### src/rtl/pe_feeder.sv
// Sequencer feeding one multiply-accumulate PE with a HeavyHash matrix row and SHA3 nibble vector.
// Optional feature: define PE_FEEDER_XOR_EN to XOR the result nibble with digest nibble ROW_IDX.
module pe_feeder #(
    parameter int WCOUNT  = 4,
    parameter int NWORDS  = 64,
    parameter int DRAIN   = 3,
    parameter int ROW_IDX = 0
) (
    input  logic                  clk,
    input  logic                  rst,
    input  logic                  in_valid,
    output logic                  in_ready,
    input  logic [4*NWORDS-1:0]   m_vec,
    input  logic [4*NWORDS-1:0]   x_vec,
    output logic                  pe_clr,
    output logic                  pe_en,
    output logic [4*WCOUNT-1:0]   pe_m,
    output logic [4*WCOUNT-1:0]   pe_x,
    input  logic [13:0]           pe_out,
    output logic                  out_valid,
    input  logic                  out_ready,
    output logic [13:0]           out_sum,
    output logic [3:0]            out_nib,
    output logic                  busy
);

    localparam int NBEATS = NWORDS / WCOUNT;
    localparam int CMAX   = (NBEATS > DRAIN) ? NBEATS : DRAIN;
    localparam int CNT_W  = (CMAX > 1) ? $clog2(CMAX) : 1;
    localparam logic [CNT_W-1:0] BEAT_LAST  = CNT_W'(NBEATS - 1);
    localparam logic [CNT_W-1:0] DRAIN_LAST = CNT_W'(DRAIN - 1);
`ifdef PE_FEEDER_XOR_EN
    localparam logic [3:0] ROW_MASK = 4'hF;
`else
    localparam logic [3:0] ROW_MASK = 4'h0;
`endif

    typedef enum logic [2:0] {
        S_IDLE,
        S_CLR,
        S_GAP,
        S_FEED,
        S_DRAIN,
        S_HOLD
    } state_t;

    state_t                            state, state_n;
    logic [CNT_W-1:0]                  cnt, cnt_n;
    logic [4*NWORDS-1:0]               m_lat, x_lat;
    logic [NBEATS-1:0][4*WCOUNT-1:0]   m_beats, x_beats;
    logic [3:0]                        x_row;
    logic                              load, capture;
    logic                              pe_clr_n, pe_en_n, out_valid_n, busy_n;
    logic [4*WCOUNT-1:0]               pe_m_n, pe_x_n;

    assign m_beats  = m_lat;
    assign x_beats  = x_lat;
    assign x_row    = x_lat[4*ROW_IDX +: 4];
    assign in_ready = (state == S_IDLE) && !rst;

    // Registered PE/status outputs are derived from the state being entered,
    // so they line up with the state they describe.
    always_comb begin
        state_n     = state;
        cnt_n       = cnt;
        load        = 1'b0;
        capture     = 1'b0;
        out_valid_n = out_valid;
        case (state)
            S_IDLE: begin
                if (in_valid) begin
                    state_n = S_CLR;
                    cnt_n   = '0;
                    load    = 1'b1;
                end
            end
            S_CLR:  state_n = S_GAP;
            S_GAP: begin
                state_n = S_FEED;
                cnt_n   = '0;
            end
            S_FEED: begin
                if (cnt == BEAT_LAST) begin
                    state_n = S_DRAIN;
                    cnt_n   = '0;
                end else begin
                    cnt_n = cnt + 1'b1;
                end
            end
            S_DRAIN: begin
                if (cnt == DRAIN_LAST) begin
                    state_n     = S_HOLD;
                    capture     = 1'b1;
                    out_valid_n = 1'b1;
                end else begin
                    cnt_n = cnt + 1'b1;
                end
            end
            S_HOLD: begin
                if (out_ready) begin
                    state_n     = S_IDLE;
                    out_valid_n = 1'b0;
                end
            end
            default: state_n = S_IDLE;
        endcase

        pe_clr_n = (state_n == S_CLR);
        pe_en_n  = (state_n == S_FEED) || (state_n == S_DRAIN);
        busy_n   = (state_n != S_IDLE);
        pe_m_n   = (state_n == S_FEED) ? m_beats[cnt_n] : '0;
        pe_x_n   = (state_n == S_FEED) ? x_beats[cnt_n] : '0;
    end

    always_ff @(posedge clk) begin
        if (rst) begin
            state     <= S_IDLE;
            cnt       <= '0;
            pe_clr    <= 1'b0;
            pe_en     <= 1'b0;
            pe_m      <= '0;
            pe_x      <= '0;
            out_valid <= 1'b0;
            out_sum   <= '0;
            out_nib   <= '0;
            busy      <= 1'b0;
        end else begin
            state     <= state_n;
            cnt       <= cnt_n;
            pe_clr    <= pe_clr_n;
            pe_en     <= pe_en_n;
            pe_m      <= pe_m_n;
            pe_x      <= pe_x_n;
            out_valid <= out_valid_n;
            busy      <= busy_n;
            if (capture) begin
                out_sum <= pe_out;
                out_nib <= pe_out[13:10] ^ (x_row & ROW_MASK);
            end
        end
    end

    // Job operands are only sampled on acceptance; offers while busy never disturb them.
    always_ff @(posedge clk) begin
        if (!rst && load) begin
            m_lat <= m_vec;
            x_lat <= x_vec;
        end
    end

endmodule

### config.mk
export PLATFORM = sky130hd
export DESIGN_NAME = pe_feeder
export DESIGN_NICKNAME = d
export VERILOG_FILES = /design/src/rtl/pe_feeder.sv
export SDC_FILE = /design/constraint.sdc
export NUM_CORES = 1
export LEC_CHECK = 0
export CELL_PAD_IN_SITES_DETAIL_PLACEMENT = 1
export CELL_PAD_IN_SITES_GLOBAL_PLACEMENT = 2
export CORE_MARGIN = 1.5
export CORE_UTILIZATION = 35
export CTS_BUF_LIST = sky130_fd_sc_hd__clkbuf_4 sky130_fd_sc_hd__clkbuf_8
export DETAILED_ROUTE_END_ITERATION = 8
export PLACE_DENSITY = 0.84
export REMOVE_ABC_BUFFERS = 1
export SLEW_MARGIN = 20
export SYNTH_ARGS = -nofsm -noshare
export SYNTH_HDL_FRONTEND = slang
export SYNTH_SLANG_ARGS = --single-unit
### constraint.sdc
create_clock -name clk -period 19.62 [get_ports clk]
set_clock_uncertainty 0.15 [all_clocks]
set_input_delay 1.962 -clock clk [delete_from_list [all_inputs] [get_ports clk]]
set_output_delay 1.962 -clock clk [all_outputs]
set_load 0.03 [all_outputs]
# After elaboration in Yosys (flattened, before gate mapping)
# Cells that the tools add are included.
# op_classes
addsub	1
bitwise_logic	1
eq_ne	12
n_mux	20
order_cmp	1
n_reduce_logical	9
# ops
operator	n
16-bit binary-select mux with 4-bit select	2
16-bit 2-to-1 mux	2
3-bit case mux with 6 select lines	1
4-bit case mux with 4 select lines	1
3-bit 2-to-1 mux	4
4-bit 2-to-1 mux	3
3-bit by 2-bit == test with 1-bit output (second input constant)	3
3-bit == test (second input constant)	3
3-bit by 1-bit == test with 1-bit output (second input constant)	2
1-bit 2-to-1 mux	6
4-bit by 5-bit < comparator with 1-bit output (second input constant)	1
4-bit by 1-bit adder with 4-bit output (second input constant)	1
4-bit by 2-bit == test with 1-bit output (second input constant)	1
4-bit == test (second input constant)	1
2-bit != test (second input constant)	2
3-bit zero test	1
3-bit AND reduction	1
3-bit nonzero test	1
1-bit logical AND	2
1-bit case mux with 2 select lines	1
2-bit nonzero test	1
2-bit OR reduction	1
1-bit zero test	1
1-bit logical OR	1
1-bit NOT	1
# totals
regBits	573
out_inout_bits	55

# Depth between registers and ports, before layout
# logic_depth
ltp_word	6
ltp_mapped	12
depth_no_buf	9

# Worst setup path before layout
# OpenSTA, ideal clock, no wires.
# synth_path
path_type	in2reg
startpoint	in rst
endpoint	reg m_lat[0], in the netlist m_beats[0], enable pin
setup_slack_ps	3918
t_arrival_ps	14613
stages	3
path_cell_list	or2_2 > nor3_1 > and2_1
# synth_via
elab_chain_len	2
# synth_lines
element	line_no	text
start: declaration	10	input logic rst,
1-bit zero test	145	if (!rst && load) begin
1-bit logical AND	145	
end signal: assignment	146	m_lat <= m_vec;
end: declaration	49	logic [4*NWORDS-1:0] m_lat, x_lat;
# No other way between the ends.
# A chain may end at the register's enable or synchronous reset.

# Worst setup path in the final report
# layout_path
startpoint	in rst
endpoint	out in_ready
# layout_via
elab_chain_len	2
# layout_lines
element	line_no	text
1-bit zero test	59	assign in_ready = (state == S_IDLE) && !rst;
1-bit logical AND	59	
end: declaration	12	output logic in_ready,
# No other way between the ends.

==> impl_metrics.py <==
metrics = {
    "synthesis": {
        "synthesis.instances": 1308,
        "synth_sequential_area_ratio_pct": 74.85,
        "mappedNetlistArea_um2": 22070,
        "top_cells_by_count_synth": "512 x sky130_fd_sc_hd__edfxtp_1, 128 x sky130_fd_sc_hd__nand2_1, 127 x sky130_fd_sc_hd__mux2i_1",
        "synth.top_cell.area_share_pct": 69.68,
        "synthArstFlopShare_pct": 0,
        "syn-mean-instance-area_um2": 16.87,
        "synth_top_cells_by_area": "sky130_fd_sc_hd__edfxtp_1 70%, sky130_fd_sc_hd__mux2i_1 5.8%, sky130_fd_sc_hd__dfxtp_1 5.2%",
        "yosys_warnings": 0,
        "synth.ff_latch_count": 569,
        "synth_ff_type": "sky130_fd_sc_hd__edfxtp_1",
        "synth_edf_count": 512,
        "yosysTopAreaCell": "sky130_fd_sc_hd__edfxtp_1",
        "synth_most_common_cell": "sky130_fd_sc_hd__edfxtp_1",
        "synth_cell_type_count": 50,
    },
    "final_layout": {
        "final_cell_area_um2": 30770,
        "layout.core_utilization_pct": 49.58,
        "final-instance-count-excl-fill": 2853,
        "nets": 2452,
        "relative_area_change_from_synthesis_to_final_layout_pct": 39.44,
        "drive_above_1_share_pct": 15.00,
    },
    "pwr": {
        "power-per-cell-area_nw_per_um2": 89.34,
        "max-vdd-ir-drop_v": 0.00005401,
        "fin_total_pwr_mw": 2.749,
        "power_leakage_nw": 9.894,
        "clock_power_share_pct": 40.1,
        "p_int_mw": 2.157,
        "power_switching_share_pct": 21.54,
        "power.sequential.fraction_pct": 51.2,
        "comb_power_share_pct": 8.7,
        "switching_power_mw": 0.5921,
    },
    "floorplanning": {
        "fp.dieW_um": 254.1,
        "floorplan.io_pins": 585,
        "fp-row-count": 91,
        "core_um2": 62050,
        "floorplan.die_area_um2": 64560,
        "floorplan.die.height_um": 254.1,
        "floorplan.initialDensity_pct": 35.56,
    },
    "cts": {
        "clock_tree_from_tritoncts": "built",
        "clock_path_buffers": 3,
        "postCtsSetupRepairBufs": 0,
        "clock_sinks": 569,
        "htree_levels": 3,
        "cts.root.buffer_cell": "sky130_fd_sc_hd__clkbuf_8",
        "numCtsBuffers": 97,
        "clk-insertion-delay-late_ns": 0.68,
        "holdBufCountCts": 0,
        "post_cts_resized": 0,
        "path_clk_slew_ns": 0.06,
    },
    "worst_setup_path": {
        "cp_num_buf_inv": 2,
        "required_time_worst_endpoint_ns": 17.51,
        "cp_launch_type": "primary input",
        "cp_max_fo": 22,
        "worstPathArrival_ns": 4.41,
        "worstPathCellList": "clkdlybuf4s50_1 -> or2_2 -> nor3_1 -> clkdlybuf4s50_1",
        "critical-path-top-cell-by-count": "sky130_fd_sc_hd__clkdlybuf4s50_1",
        "worst_setup_path_end_kind": "output pin",
        "cp_slowest_cell": "sky130_fd_sc_hd__clkdlybuf4s50_1",
        "slowest_delay_ns": 0.83,
        "worstSetupPathType": "primary input to output pin",
        "path_delay_family": "buffers and inverters",
    },
    "timing": {
        "final_max_slew_viol_count": 0,
        "final.min_clock_period_ns": 6.518,
        "totalNegativeSetupSlack_ns": 0,
        "max_freq_mhz": 153.4,
        "fin_ws_ns": 13.10,
        "rsz0062_at_grt": "no",
        "report.final.hold_viol_count": 0,
        "holdWs_ns": 0.3016,
        "setup_viol": 0,
        "fin_crit_sh_pct": 33.22,
        "relSlewSlack_pct": 18.58,
        "tightest_slew_ns": 1.221,
    },
    "job": {
        "max_cap_viol_count": 0,
    },
    "routing": {
        "routed_wl_um": 63560,
        "ant_nets": 0,
        "remaining_drc_errors": 0,
        "first_pass_iters": 5,
        "routed_wire_length_per_instance_um": 22.28,
        "drtIter0Drc": 746,
        "detailroute.via_count": 13788,
        "via_per_inst": 4.833,
    },
    "global_routing": {
        "grt_pass1_wl_um": 91430,
        "pin_count_of_the_biggest_net_entering_global_routing": 182,
        "gr-total-overflow": 0,
        "antenna_found_initial": 29,
        "gr-usage-all-layers_pct": 19.29,
        "number_of_global_route_vias_before_repair": 15234,
    },
    "place": {
        "routabilityCongestion": 0.8064,
        "dp.cells": 2657,
        "port_buffers": 584,
        "hpwl_um": 43560,
        "pre_cts_slack_ns": 12.65,
        "postPlaceCellArea_um2": 28670,
    },
    "worst_hold_path": {
        "hold_class": "register to register",
    },
    "run_status": {
        "status": "finished, final reports clean",
    },
}
==> cells by family (layout without fill, tap and decap cells) <==
group,after synthesis,after routing,share of synthesized area [%]
AO/OA/AOI/OAI,198,198,7.145
AND/OR/NAND/NOR,227,227,4.956
other,0,16,0
XOR/XNOR,1,1,0.03970
buffers and inverters,89,781,2.172
adder cells (fa/ha/maj),2,2,0.1134
multiplexers,222,222,10.73
flip-flops,569,569,74.85
==> power groups by stage <==
stage,Sequential [mW],Combinational [mW],Clock [mW]
after global routing,1.41,0.254,1.19
after floorplan,1.46,0.111,0
final,1.41,0.239,1.10
after detailed placement,1.43,0.241,0
after global placement,1.43,0.235,0
after CTS,1.41,0.242,1.14
==> final cells by class <==
cell class / instances / area, um2
Fill cell: 5978 / 31290
Sequential cell: 569 / 16520
Timing Repair Buffer: 597 / 6001
Multi-Input combinational cell: 650 / 5104
Clock buffer: 154 / 1857
Tap cell: 837 / 1047
Clock inverter: 25 / 185.2
Antenna cell: 16 / 40.04
Inverter: 5 / 18.77
==> layer usage <==
layer  GRT usage [%]  wire length (um)
met5               0               224
met4           8.571              1803
met3           6.146              4879
met2           34.36             33450
met1           20.86             23200
==> flip-flops by register name, summed over array words and instances, names as in the netlist <==
register and count:
out_sum 14, m_beats 256, cnt 4, pe_x 16, state 3, pe_en 1, busy 1, pe_clr 1
pe_m 16, x_beats 256, out_valid 1
==> worst register-to-register path: stages, from the launching register on <==
cell	delay, ns
sky130_fd_sc_hd__dfxtp_1	0.40
sky130_fd_sc_hd__or2_2	0.36
sky130_fd_sc_hd__nor3_1	0.33
sky130_fd_sc_hd__and2_4	0.80
sky130_fd_sc_hd__buf_4	0.96
sky130_fd_sc_hd__buf_12	0.68
==> placed cells by master (no fill, tap or decap), types with 8 or more instances in the layout <==
cell type / synthesis / layout
sky130_fd_sc_hd__nor2b_1: 38 / 38
sky130_fd_sc_hd__nand2_1: 128 / 127
sky130_fd_sc_hd__clkdlybuf4s50_1: 0 / 584
sky130_fd_sc_hd__edfxtp_1: 512 / 512
sky130_fd_sc_hd__mux2_2: 88 / 88
sky130_fd_sc_hd__dfxtp_1: 57 / 57
sky130_fd_sc_hd__clkbuf_4: 0 / 42
sky130_fd_sc_hd__clkbuf_8: 0 / 112
sky130_fd_sc_hd__diode_2: 0 / 16
sky130_fd_sc_hd__clkinv_1: 0 / 11
sky130_fd_sc_hd__a21oi_1: 18 / 18
sky130_fd_sc_hd__buf_4: 16 / 8
sky130_fd_sc_hd__a211o_1: 31 / 31
sky130_fd_sc_hd__mux2i_1: 127 / 127
sky130_fd_sc_hd__o211ai_1: 86 / 86
sky130_fd_sc_hd__clkinv_2: 0 / 8
sky130_fd_sc_hd__a211oi_1: 34 / 34
sky130_fd_sc_hd__nand4_1: 31 / 31
==> final timing paths <==
check / slack [ns] / endpoint / startpoint / cells past startpoint
min: 0.30 / out_sum[7] / out_sum[7] / 2
max: 13.10 / in_ready / rst / 4
max reg2reg: 15.24 / m_beats[137] / state[2] / 5
min reg2reg: 0.30 / out_sum[7] / out_sum[7] / 2
No activity file was read; power rests on OpenSTA's default activity.
